`config.mk`:
```
export PLATFORM = sky130hd
export DESIGN_NAME = bitserial_sub_ctrl
export DESIGN_NICKNAME = d
export VERILOG_FILES = /design/src/rtl/sub_pkg.sv /design/src/rtl/fullsub_cell.sv /design/src/rtl/bitserial_sub_ctrl.sv
export SDC_FILE = /design/constraint.sdc
export NUM_CORES = 1
export LEC_CHECK = 0
export ABC_AREA = 1
export CAP_MARGIN = 5
export CORE_MARGIN = 2
export CORE_UTILIZATION = 35
export DETAILED_ROUTE_END_ITERATION = 10
export GPL_ROUTABILITY_DRIVEN = 0
export RECOVER_POWER = 25
export SETUP_SLACK_MARGIN = 0.02
export SYNTH_ARGS = -nofsm -noshare
export SYNTH_HDL_FRONTEND = slang
export SYNTH_SLANG_ARGS = --single-unit
```
`constraint.sdc`:
```
create_clock -name clk -period 1.32 [get_ports clk]
set_input_delay 0.198 -clock clk [delete_from_list [all_inputs] [get_ports clk]]
set_output_delay 0.198 -clock clk [all_outputs]
set_load 0.01 [all_outputs]
```
`src/rtl/sub_pkg.sv`:
```
// Shared FSM state encoding for the bit-serial subtractor controller.
// No latency or flow control applies here.
package sub_pkg;

    typedef enum logic [1:0] {
        IDLE = 2'd0,
        RUN  = 2'd1,
        DONE = 2'd2
    } state_t;

endpackage

```
`src/rtl/fullsub_cell.sv`:
```
// One-bit full subtractor (a - b - bin), purely combinational.
// Zero latency; no flow control.
module fullsub_cell (
    input  logic a,
    input  logic b,
    input  logic bin,
    output logic d,
    output logic bout
);

    assign d    = a ^ b ^ bin;
    assign bout = (~a & b) | (~(a ^ b) & bin);

endmodule

```
`src/rtl/bitserial_sub_ctrl.sv`:
```
// Serial a-b, one bit per cycle LSB first; done pulses WIDTH edges after start is accepted.
// start is ignored while busy; abort cancels a running op without touching diff/bout.
module bitserial_sub_ctrl
    import sub_pkg::*;
#(
    parameter int WIDTH = 8
) (
    input  logic             clk,
    input  logic             rst,
    input  logic             start,
    input  logic             abort,
    input  logic [WIDTH-1:0] a,
    input  logic [WIDTH-1:0] b,
    output logic             busy,
    output logic             done,
    output logic [WIDTH-1:0] diff,
    output logic             bout
);

    localparam int IW = $clog2(WIDTH);
    localparam logic [IW-1:0] LAST = IW'(WIDTH - 1);

    state_t           state;
    state_t           state_nxt;
    logic [WIDTH-1:0] a_sr;
    logic [WIDTH-1:0] b_sr;
    logic [WIDTH-1:0] res_sr;
    logic [WIDTH-1:0] res_nxt;
    logic [IW-1:0]    idx;
    logic             bw;
    logic             cell_d;
    logic             cell_bout;
    logic             load;
    logic             step;
    logic             last_bit;

    fullsub_cell u_cell (
        .a    (a_sr[0]),
        .b    (b_sr[0]),
        .bin  (bw),
        .d    (cell_d),
        .bout (cell_bout)
    );

    assign last_bit = (idx == LAST);
    // New result bit enters at the MSB so after WIDTH steps bit 0 sits at the LSB.
    assign res_nxt  = (res_sr >> 1) | {cell_d, {(WIDTH-1){1'b0}}};

    always_comb begin
        state_nxt = state;
        load      = 1'b0;
        step      = 1'b0;
        case (state)
            IDLE, DONE: begin
                if (start) begin
                    state_nxt = RUN;
                    load      = 1'b1;
                end else begin
                    state_nxt = IDLE;
                end
            end
            RUN: begin
                if (abort) begin
                    state_nxt = IDLE;
                end else begin
                    step = 1'b1;
                    if (last_bit) begin
                        state_nxt = DONE;
                    end
                end
            end
            default: state_nxt = IDLE;
        endcase
    end

    always_ff @(posedge clk or posedge rst) begin
        if (rst) begin
            state <= IDLE;
            busy  <= 1'b0;
            done  <= 1'b0;
        end else begin
            state <= state_nxt;
            busy  <= (state_nxt == RUN);
            done  <= (state_nxt == DONE);
        end
    end

    always_ff @(posedge clk or posedge rst) begin
        if (rst) begin
            a_sr   <= '0;
            b_sr   <= '0;
            res_sr <= '0;
            idx    <= '0;
            bw     <= 1'b0;
            diff   <= '0;
            bout   <= 1'b0;
        end else if (load) begin
            a_sr   <= a;
            b_sr   <= b;
            res_sr <= '0;
            idx    <= '0;
            bw     <= 1'b0;
        end else if (step) begin
            a_sr   <= a_sr >> 1;
            b_sr   <= b_sr >> 1;
            res_sr <= res_nxt;
            bw     <= cell_bout;
            idx    <= last_bit ? '0 : idx + IW'(1);
            if (last_bit) begin
                diff <= res_nxt;
                bout <= cell_bout;
            end
        end
    end

endmodule

```
==> flow_results.org <==
** Logic synthesis
- In this run, distinct cell masters in the synthesized netlist total 18.
- Post-synthesis net count :: 252
- Netlist Area Pre-Place :: 1892 sq um
- For this run, the number of Yosys warnings is 0.
- After synthesis, the mean cell area works out to 8.261 sq um.
- Of the synthesized area, sequential elements account for 0.5291.
- Post-synthesis instance total :: 229
- Synth Register Bits :: 40

** Final layout
- Diodes inserted :: 0
- Leading cell types in the layout, fill and taps excluded :: nand2_1 (101), nand3_1 (42), dfrtp_1 (40), clkdlybuf4s50_1 (19), buf_4 (13)
- The final layout contains 290 nets.
- Synth-to-layout area growth :: 29.70%
- The library cell used most frequently in the layout, excluding fill and tap cells, is nand2_1.
- Share of layout cells above drive strength 1 :: 0.1194
- Number of filler instances in the final layout :: 506

** Routing
- Detailed Route WL :: 3.861 mm
- Via count :: 1600
- DR WL/cell :: 11.42 um
- Dividing the detail-routed via count by the number of cells gives 4.734.
- Drt first-iter violations :: 129
- In this run the remaining antenna-violating nets after routing total 0.
- Number of detailed-routing iterations run before antenna repair :: 4
- In the routed design, unresolved DRC markers number 0.

** Global routing
- Across every metal layer, demand over resource in global routing totals 0.1379.
- The first global-routing pass estimated 6.651 mm of wire.
- Entering global routing, the biggest net connects 41 pins.
- The number of antenna violations at the first check in global routing was 0.
- Summed over all layers, the global routing overflow is 0.
- Number of global-route vias before repair :: 1405

** Floorplan
- Total Die Area :: 6009 sq um
- Area of the core :: 5172 sq um
- The initial utilization of the core area, before any placement, comes to 0.3657.
- In this run the count of I/O pins placed on the die edge is 31.
- Vertical die dimension :: 77.52 um
- The initialized floorplan defines 26 standard-cell rows.
- Width of the chip :: 77.52 um

** Clocking
- CTS Root Buffer Type :: clkbuf_8
- The clock reaches the later pin of the worst-skew pair after 0.29 ns.
- TritonCTS built the clock tree.
- The clock passes through at most 2 buffers.
- For this design, the CTS-stage hold fixing added 0 buffers.
- TritonCTS created 5 clock buffers.
- Number of clock sinks :: 40
- H-tree depth :: 2
- Clock-pin slew was measured on the worst setup and hold paths at 0.08 ns.

** Critical path
- Data arrival time of the critical path :: 1.41 ns
- STA puts the critical path data required time at 1.51 ns.
- For the worst flop-to-flop path, the logic depth is 4.
- Startpoint kind of the worst setup timing path :: flip-flop
- By startpoint and endpoint, the worst setup path is classified as flip-flop to flip-flop.
- The worst setup path is captured at a flip-flop.
- Of all nets on the critical path, the largest fanout is 2.

** STA
- Final setup violation count :: 0
- Derived from the worst setup path, the maximum achievable clock frequency is 0.8182 GHz.
- Setup repair after global routing missed its margin :: yes
- Number of max-slew violations in the final report :: 0
- On the final layout, the worst clock skew is 0.01076 ns.
- Measured against its own limit, the worst slew margin works out to 0.4143.
- The final count of hold timing violations is 0.
- Time the worst path needs with I/O delays and setup :: 1.222 ns
- Of the available clock period, the critical path in the final layout requires 0.9259.
- For the pin with the worst max-slew slack, the measured transition is 0.8786 ns.
- The worst path meets setup with 0.09784 ns of slack.

** Placement
- Setup WS pre-CTS :: -0.05490 ns
- Summed over all nets, the half-perimeter wirelength after detailed placement is 2.689 mm.
- Input and output buffers added on the ports amount to 30.

** Power
- Static leakage power :: 1.368 nW
- Total Power :: 0.003404 W
- Power Dens Cells :: 1387 nW/um^2
- IR analysis of the VDD net gives a maximum drop of 0.5757 mV.

** Run
- Count of max-cap constraint violations :: 0

** Hold path
- Min-Delay Path Class :: input pin to flip-flop
- Along the worst hold path, the cell count comes to 3.

** Status
- The run finished with clean final reports.
cells by family (layout without fill, tap and decap cells):
kind of cell,Yosys count,in the layout,synth area share
flip-flops,40,40,0.5291
adder cells (fa/ha/maj),3,3,0.02381
AO/OA/AOI/OAI,2,2,0.005291
AND/OR/NAND/NOR,159,159,0.3724
buffers and inverters,25,64,0.06944
worst max-delay path, cell delays in order (launching register included):
cell and delay (ns):
dfrtp_1 0.41, fa_1 0.53, inv_1 0.05, nand4_1 0.09, nand2_1 0.06
worst paths after layout:
path                              start  endpoint  slack [ns]
worst max-delay path                 bw   diff[7]         0.1
worst min-delay path               b[7]   b_sr[7]        0.45
worst max register to register       bw   diff[7]         0.1
worst min register to register  diff[6]   diff[6]        0.47
max in group asynchronous           rst   b_sr[6]        0.30
min in group asynchronous           rst   diff[4]        0.47
flip-flops by register name, summed over array words and instances (netlist names):
signal and count:
done 1, bw 1, res_sr 7, idx 3, bout 1, busy 1
a_sr 8, b_sr 8, state 2, diff 8
what timing repair did:
action,4_1_cts,5_1_grt
resized for setup,12,3
endpoints found under the setup margin,23,12
setup buffers,0,0
where the power goes:
| group | internal (W) | switching (W) | total (W) |
|---|---|---|---|
| clock network | 0.000618 | 0.000437 | 0.00106 |
| registers | 0.00145 | 0.000144 | 0.00159 |
| logic | 0.000328 | 0.000429 | 0.000756 |
metrics by stage:
stage / util / instances / area (sq um) / TNS [ns] / hold slack, ns
2_1_floorplan: - / 229 / 1892 / 0 / 0.3148
3_3_place_gp: 0.4531 / 330 / 2344 / -0.1043 / 0.4543
3_5_place_dp: 0.4531 / 330 / 2344 / -0.4107 / 0.4586
4_1_cts: 0.4744 / 338 / 2454 / 0 / 0.2562
5_1_grt: 0.4744 / 338 / 2454 / 0 / 0.4752
6_report: 0.4744 / 338 / 2454 / 0 / 0.4488
per-layer routing:
layer | track usage | share of wire | up-vias
li1 | - | - | 806
met1 | 0.1907 | 0.47 | 750
met2 | 0.2174 | 0.48 | 37
met3 | 0.03488 | 0.041 | 7
met4 | 0.03393 | 0.0080 | 0
met5 | 0 | 0 | -
cell type report:
cell class | instances | area [sq um] | share of cell area
Sequential cell | 40 | 1001 | 0.4080
Multi-Input combinational cell | 164 | 774.5 | 0.3157
Timing Repair Buffer | 46 | 429.2 | 0.1749
Tap cell | 70 | 87.58 | 0.03570
Clock buffer | 6 | 82.58 | 0.03366
Inverter | 10 | 40.04 | 0.01632
Clock inverter | 2 | 38.79 | 0.01581
synthesized netlist by cell type, drive strengths merged:
library cell  instances  area, sq um
inv                  10        37.54
dfrtp                40         1001
clkbuf                1        3.750
nand3                43        220.2
buf                  14        90.08
ha                    2        25.02
fa                    1        20.02
nor2                  4        31.28
o21ai                 2        10.01
nand4                 9        56.30
nand2               103        396.6
No activity file was read; power rests on OpenSTA's default activity.
